==> src/rtl/bcd_pkg.sv <==
// Shared definitions for the sequential BCD-to-binary converter:
// FSM state encoding, BCD correction constants and a width helper.
package bcd_pkg;

    typedef enum logic [1:0] {
        IDLE,
        SHIFT,
        DONE
    } state_e;

    localparam logic [3:0] BCD_MAX     = 4'd9;
    localparam logic [3:0] BCD_ADJ_THR = 4'd8;
    localparam logic [3:0] BCD_ADJ_SUB = 4'd3;

    // Smallest binary width that can hold 10**digits - 1.
    function automatic int max_bin_w(input int digits);
        longint v;
        int     w;
        v = 1;
        for (int i = 0; i < digits; i++) begin
            v = v * 10;
        end
        v = v - 1;
        w = 0;
        while (v > 0) begin
            v = v >> 1;
            w++;
        end
        return w;
    endfunction

endpackage

==> src/rtl/bcd_sub3_cell.sv <==
// One-digit reverse double-dabble correction: subtract 3 when the
// shifted digit is >= 8. Ports: in_nib (shifted digit), out_nib (corrected).
module bcd_sub3_cell
    import bcd_pkg::*;
(
    input  logic [3:0] in_nib,
    output logic [3:0] out_nib
);

    always_comb begin
        out_nib = in_nib;
        if (in_nib >= BCD_ADJ_THR) begin
            out_nib = in_nib - BCD_ADJ_SUB;
        end
    end

endmodule

==> src/rtl/bcd_to_bin_seq.sv <==
// Sequential BCD-to-binary converter (reverse double-dabble, one bit/cycle).
// Ports: clk, rst (sync, high), start/bcd_in in; busy, done, err, bin_out out.
module bcd_to_bin_seq #(
    parameter int DIGITS = 4,
    parameter int BIN_W  = 14
) (
    input  logic                  clk,
    input  logic                  rst,
    input  logic                  start,
    input  logic [4*DIGITS-1:0]   bcd_in,
    output logic                  busy,
    output logic                  done,
    output logic                  err,
    output logic [BIN_W-1:0]      bin_out
);

    import bcd_pkg::*;

    localparam int BCD_W  = 4 * DIGITS;
    localparam int WORK_W = BCD_W + BIN_W;
    localparam int CNT_W  = $clog2(BIN_W);
    localparam logic [CNT_W-1:0] CNT_LAST = CNT_W'(BIN_W - 1);

    // A too-narrow result would leave residue in the BCD part of work.
    if (BIN_W < max_bin_w(DIGITS)) begin : g_width_check
        $error("bcd_to_bin_seq: BIN_W too small for DIGITS");
    end

    state_e              state_q, state_d;
    logic [WORK_W-1:0]   work_q, work_d;
    logic [CNT_W-1:0]    cnt_q, cnt_d;
    logic                err_q, err_d;
    logic [BIN_W-1:0]    bin_q, bin_d;

    logic [WORK_W-1:0]   shifted;
    logic [BCD_W-1:0]    bcd_corr;
    logic [WORK_W-1:0]   work_next;
    logic                bad_digit;

    assign shifted = work_q >> 1;

    for (genvar i = 0; i < DIGITS; i++) begin : g_cell
        bcd_sub3_cell u_cell (
            .in_nib  (shifted[BIN_W + 4*i +: 4]),
            .out_nib (bcd_corr[4*i +: 4])
        );
    end

    assign work_next = {bcd_corr, shifted[BIN_W-1:0]};

    always_comb begin
        bad_digit = 1'b0;
        for (int i = 0; i < DIGITS; i++) begin
            if (bcd_in[4*i +: 4] > BCD_MAX) begin
                bad_digit = 1'b1;
            end
        end
    end

    always_comb begin
        state_d = state_q;
        work_d  = work_q;
        cnt_d   = cnt_q;
        err_d   = err_q;
        bin_d   = bin_q;
        unique case (state_q)
            IDLE: begin
                if (start) begin
                    bin_d = '0;
                    cnt_d = '0;
                    if (bad_digit) begin
                        err_d   = 1'b1;
                        state_d = DONE;
                    end else begin
                        err_d   = 1'b0;
                        work_d  = {bcd_in, {BIN_W{1'b0}}};
                        state_d = SHIFT;
                    end
                end
            end
            SHIFT: begin
                work_d = work_next;
                cnt_d  = cnt_q + CNT_W'(1);
                if (cnt_q == CNT_LAST) begin
                    bin_d   = work_next[BIN_W-1:0];
                    state_d = DONE;
                end
            end
            DONE: begin
                state_d = IDLE;
            end
            default: begin
                state_d = IDLE;
            end
        endcase
    end

    always_ff @(posedge clk) begin
        if (rst) begin
            state_q <= IDLE;
            work_q  <= '0;
            cnt_q   <= '0;
            err_q   <= 1'b0;
            bin_q   <= '0;
        end else begin
            state_q <= state_d;
            work_q  <= work_d;
            cnt_q   <= cnt_d;
            err_q   <= err_d;
            bin_q   <= bin_d;
        end
    end

    assign busy    = (state_q == SHIFT);
    assign done    = (state_q == DONE);
    assign err     = err_q;
    assign bin_out = bin_q;

endmodule

==> config.mk <==
export PLATFORM = sky130hd
export DESIGN_NAME = bcd_to_bin_seq
export DESIGN_NICKNAME = d
export VERILOG_FILES = /design/src/rtl/bcd_pkg.sv /design/src/rtl/bcd_sub3_cell.sv /design/src/rtl/bcd_to_bin_seq.sv
export SDC_FILE = /design/constraint.sdc
export NUM_CORES = 1
export LEC_CHECK = 0
export ABC_AREA = 0
export CAP_MARGIN = 5
export CORE_UTILIZATION = 48
export DETAILED_ROUTE_END_ITERATION = 8
export HOLD_SLACK_MARGIN = 0.02
export PLACE_DENSITY = 0.75
export RECOVER_POWER = 25
export SLEW_MARGIN = 5
export SYNTH_ARGS = -nofsm -noshare
export SYNTH_HDL_FRONTEND = slang
export SYNTH_SLANG_ARGS = --single-unit
==> constraint.sdc <==
create_clock -name clk -period 1.3 [get_ports clk]
set_input_delay 0.26 -clock clk [delete_from_list [all_inputs] [get_ports clk]]
set_output_delay 0.26 -clock clk [all_outputs]
set_load 0.05 [all_outputs]
Yosys cells after proc, flatten, opt, wreduce, memory -nomap -nowiden

Index checks and enable logic that the tools add are counted.

Output and inout bits: 17
Logic and storage cells: 52
Register bits: 51
Input port bits: 19

$add $sub $neg: 5
Reduce and logical (&&, ||, !) cells: 7
Muxes and demuxes: 21
$lt $le $gt $ge: 8
Eq/ne operators: 6

Operators with widths:

| cell                                                   | count |
|---|---|
| 2-to-1 mux 30 bit                                      | 2 |
| one-hot mux 30 bit (2 select lines)                    | 1 |
| 2-to-1 mux 14 bit                                      | 2 |
| one-hot mux 14 bit (2 select lines)                    | 1 |
| 2-to-1 mux 4 bit                                       | 5 |
| greater-than comparator 4 bit (second input constant)  | 4 |
| >= comparator 4 bit (second input constant)            | 3 |
| subtractor 4 x 2 -> 4 bit (second input constant)      | 3 |
| one-hot mux 4 bit (2 select lines)                     | 1 |
| 2-to-1 mux 2 bit                                       | 3 |
| AND reduction 2 bit                                    | 3 |
| AND reduction 3 bit                                    | 2 |
| 2-to-1 mux 1 bit                                       | 5 |
| adder 4 x 1 -> 4 bit (second input constant)           | 1 |
| equality test 4 bit (second input constant)            | 1 |
| >= comparator 3 x 4 -> 1 bit (second input constant)   | 1 |
| inequality test 2 bit (second input constant)          | 2 |
| one-hot mux 2 bit (2 select lines)                     | 1 |
| subtractor 3 x 2 -> 4 bit (second input constant)      | 1 |
| equality test 2 x 1 -> 1 bit (second input constant)   | 1 |
| equality test 2 bit (second input constant)            | 1 |
| logical NOT 2 bit                                      | 1 |
| inequality test 2 x 1 -> 1 bit (second input constant) | 1 |
| nonzero test 2 bit                                     | 1 |

Longest topological paths before layout

Depth in word-level cells: 8
Gate-level depth with buffers: 8
Mapped depth without buffers: 6

By module

From an unflattened synthesis, not the netlist that was laid out.

Cell total of the unflattened synthesis: 279
Area total of the unflattened synthesis: 2555.0 µm²

Modules (own cells, without submodules):

| module         | instances | area an instance (µm²) | cells an instance | seq. area each (µm²) |
|---|---|---|---|---|
| bcd_to_bin_seq | 1         | 2249.7                 | 235               | 1001.0 |
| bcd_sub3_cell  | 4         | 76.3                   | 11                | 0.0 |

Worst setup path after synthesis

No wires, ideal clock.

Path kind: reg-to-output
Start point: reg state_q[0]
End point: out done
Arrival time: 1.132 ns
Slack: -0.092 ns
Path buffers: 1
Cell stages (with the launch flop): 3
Required time: 1.040 ns
Cell sequence: dfxtp_1 > buf_4 > nor2b_1

Cells in the longest elaborated chain, start to end: 1

Ends and longest elaborated chain:

| what                   | line                  | RTL |
|---|---|---|
| from (decl)            | bcd_to_bin_seq.sv:29  | `state_e state_q, state_d;` |
| from (signal assigned) | bcd_to_bin_seq.sv:106 | `state_q <= state_d;` |
| equality test 2 bit    | bcd_to_bin_seq.sv:115 | `assign done = (state_q == DONE);` |
| to (decl)              | bcd_to_bin_seq.sv:12  | `output logic done,` |

No other way between the ends.

Final worst setup path

Start point: reg state_q[1]
End point: reg work_q[20]

Cells in the longest elaborated chain, start to end: 3
Elaborated cells between the ends (all ways): 7
Those cells by class: 3 x eq/ne; 1 x mux; 3 x reduce/logical

Ends and longest elaborated chain:

| what                                                                         | line                  | RTL |
|---|---|---|
| logical NOT 2 bit or equality test 2 x 1 -> 1 bit (tied branches)            | bcd_to_bin_seq.sv:66  | `unique case (state_q)` |
| inequality test 2 bit (no source line) or nonzero test 2 bit (tied branches) | --                    |  |
| AND reduction 3 bit (no source line)                                         | --                    |  |
| to (signal assigned)                                                         | bcd_to_bin_seq.sv:107 | `work_q <= work_d;` |
| to (decl)                                                                    | bcd_to_bin_seq.sv:30  | `logic [WORK_W-1:0] work_q, work_d;` |

Parallel ways exist; a longest one is shown, timed or not.
A chain may end at the register's enable or synchronous reset.

==> qor.yml <==
detailed_routing:
  drt_iter0_markers: 199
  drtPass1Iterations: 4
  post_drt_wl_per_cell_um: 17.3
  ant_nets: 0
  wl_um: 6890
  drc_errors: 0
  vias: 2271
  viasPerCell: 5.69
clocking:
  clockBufferDepth: 2
  cts_sinks: 50
  cts_max_level: 2
  cts_root_buffer: "clkbuf_8"
  clk_pin_slew_worst_paths_ns: 0.10
  clock_latency_ns: 0.31
  numCtsBuffers: 5
  postCtsHoldBufs: 0
  cts_tree: "built"
placement:
  place_inst: 370
  io_buffers: 35
  place.gp.congestion: 0.767
  dp_slack_ns: -0.650
  dp_hpwl_um: 3540
critical_path:
  cp.required_ns: 1.52
  cp-start-kind: "flip-flop"
  slowest_delay_ns: 0.37
  crit_slowest_cell: "dfxtp_4"
  crit_chain: "nand2b_4 -> inv_6 -> buf_6 -> nor2_1 -> a211o_1 -> mux2i_1"
  worstSetupPathType: "flip-flop to flip-flop"
  setup.worst_path.end_class: "flip-flop"
  worst_ep_arrival_time_ns: 1.67
  worst-path-max-fanout: 14
job:
  maxCapViolCount: 0
power:
  p_switching_mw: 0.911
  internal_power_mw: 2.27
  switching_share_pct: 28.7
  power.total_mw: 3.18
  power.leakage_nw: 1.40
  power_density_nw_per_um2: 890
  seqPwrFrac_pct: 50.6
  p_comb_share_pct: 19.7
  ir_worst_vdd_mv: 0.775
  power_frac_clock_pct: 29.7
global_routing:
  grt_use_met3_pct: 4.17
  grt_pass1_wl_um: 10100
  track_usage_pct: 25.1
  grt_pass1_vias: 2170
  grt_max_degree: 18
  grt-ovfl-total: 0
  gr-usage-met1_pct: 30.3
  grt_use_met2_pct: 43.5
  busiest_layer: "met2"
  antenna_found_initial: 0
layout:
  diodes: 0
  nets: 358
  n_fill_cell: 302
  area_growth_syn_to_layout_pct: 51.2
  final_layout_size_suffix_gt1_share_pct: 35.5
  fin_cells: 399
floorplan:
  die_x_um: 72.2
  initial_core_util_pct: 50.0
  num_rows: 25
  die_h_um: 72.2
  dieArea_sq_um: 5210
  num_io_pins: 36
  core_sq_um: 4720
synth:
  avgSynthCellArea_sq_um: 9.16
  synth-seq-area-share_pct: 42.4
  yosysUniqueCellTypes: 39
  ys_ff_latch: 50
  ys_warn_count: 0
  synth_area_sq_um: 2360
  synthCells: 258
  synthesis.nets: 285
sta:
  final_max_slew_viol_count: 0
  max-slew-margin-rel_pct: 67.7
  setup_viol: 46
  hold_viol: 0
  whs_ns: 0.409
  rsz0062_at_grt: "true"
  fin_skew_ns: 0.00547
  fmaxAchievable_mhz: 688
  fin_tns_setup_ns: -2.50
  layout_setup_ws_ns: -0.153
  fin_crit_ns: 1.45
  worst_pin_slew_ns: 0.485
  period_share_pct: 112
run_status:
  violations: "negative setup slack"
  status: "finished, violations left"
hold_path:
  worstHoldPathType: "primary input to flip-flop"
area by class of cell:
class,instances,area (sq um),share of cell area (%)
clock inverters,3,23.8,0.665
multi-input cells,181,1390,39.0
flip-flops and latches,50,1010,28.4
inverters,9,41.3,1.16
well taps,67,83.8,2.35
clock buffers,5,68.8,1.93
repair buffers,84,948,26.5
power by group through the flow:
stage / Sequential (mW) / Clock, mW / Combinational, mW
2_1_floorplan: 1.64 / 0 / 0.257
3_3_place_gp: 1.64 / 0 / 0.437
3_5_place_dp: 1.64 / 0 / 0.443
4_1_cts: 1.60 / 0.945 / 0.536
5_1_grt: 1.61 / 1.02 / 0.663
6_report: 1.61 / 0.943 / 0.626
stage by stage:
step,instance area (sq um),util [%]
6_report,3570,75.6
5_1_grt,3570,75.6
4_1_cts,3460,73.2
3_5_place_dp,3070,65.0
3_3_place_gp,3070,65.0
2_1_floorplan,2360,-
critical path, delay by kind of cell (launching register included):
kind	cells	cell delay [ns]
mux	1	0.21
simple gates	2	0.23
compound gates	1	0.29
buf+inv	2	0.26
flops	1	0.37
kinds of logic after synthesis:
kind of cell	synth area share [%]
AND/OR/NAND/NOR	17.8
AO/OA/AOI/OAI	22.3
flip-flops	42.4
buffers and inverters	6.25
multiplexers	4.77
adder cells (fa/ha/maj)	4.24
XOR/XNOR	2.22
worst paths after layout:
path	slack, ns	startpoint	depth (start not counted)	endpoint
worst max-delay path	-0.15	state_q[1]$_SDFFE_PP0P_	6	work_q[20]$_SDFFE_PP0P_
worst min-delay path	0.41	bcd_in[13]	3	work_q[27]$_SDFFE_PP0P_
worst max register to register	-0.15	state_q[1]$_SDFFE_PP0P_	6	work_q[20]$_SDFFE_PP0P_
worst min register to register	0.47	work_q[10]$_SDFFE_PP0P_	2	bin_out[9]$_SDFFE_PP0P_
layout by cell type, fill, tap and decap left out, drive strengths merged, types with 8 or more instances in the layout:
master,count
a211oi,12
a21oi,23
a22o,13
buf,60
clkbuf,11
dfxtp,50
dlygate4sd2,10
ha,8
inv,10
mux2i,9
nand2,34
nand3b,14
nor2,16
o211ai,10
cell usage after synthesis, drive strengths merged:
| library cell | instances | area share (%) |
|---|---|---|
| dfxtp | 50 | 42 |
| nand2 | 34 | 5.4 |
| a21oi | 23 | 5.0 |
| nor2 | 16 | 2.6 |
| buf | 14 | 4.1 |
| nand3b | 14 | 4.4 |
| a22o | 13 | 4.8 |
| a211oi | 12 | 4.3 |
| o211ai | 10 | 3.2 |
| inv | 9 | 1.5 |
| mux2i | 9 | 3.8 |
| ha | 8 | 4.2 |
| nor2b | 6 | 1.6 |
| o21ai | 6 | 1.3 |
| xnor2 | 6 | 2.2 |
| clkbuf | 4 | 0.64 |
| a211o | 3 | 1.1 |
| a22oi | 3 | 0.95 |
| a311oi | 3 | 1.1 |
| nand2b | 3 | 1.2 |
| nand3 | 3 | 0.64 |
| nor3b | 3 | 0.95 |
| mux2 | 2 | 0.95 |
| and4 | 1 | 0.48 |
| nand4 | 1 | 0.26 |
| nor3 | 1 | 0.21 |
| o221a | 1 | 0.48 |
flip-flops by register name, summed over array words and instances (netlist names):
register and count:
bin_out 14, cnt_q 4, err 1, state_q 2, work_q 29
metal layers:
| layer | up-vias | wire length, um |
|---|---|---|
| met5 | - | 0 |
| met4 | 0 | 212 |
| met3 | 23 | 333 |
| met2 | 94 | 3460 |
| met1 | 1093 | 2880 |
| li1 | 1061 | - |
repair_timing:
item / CTS / global route
buffers inserted: 13 / 3
gates cloned: 3 / 2
hold endpoints to repair: 0 / 0
pin swaps: 9 / 11
resized for setup: 48 / 36
endpoints found under the setup margin: 51 / 51
Note: power is estimated with default switching activity, not from simulation.
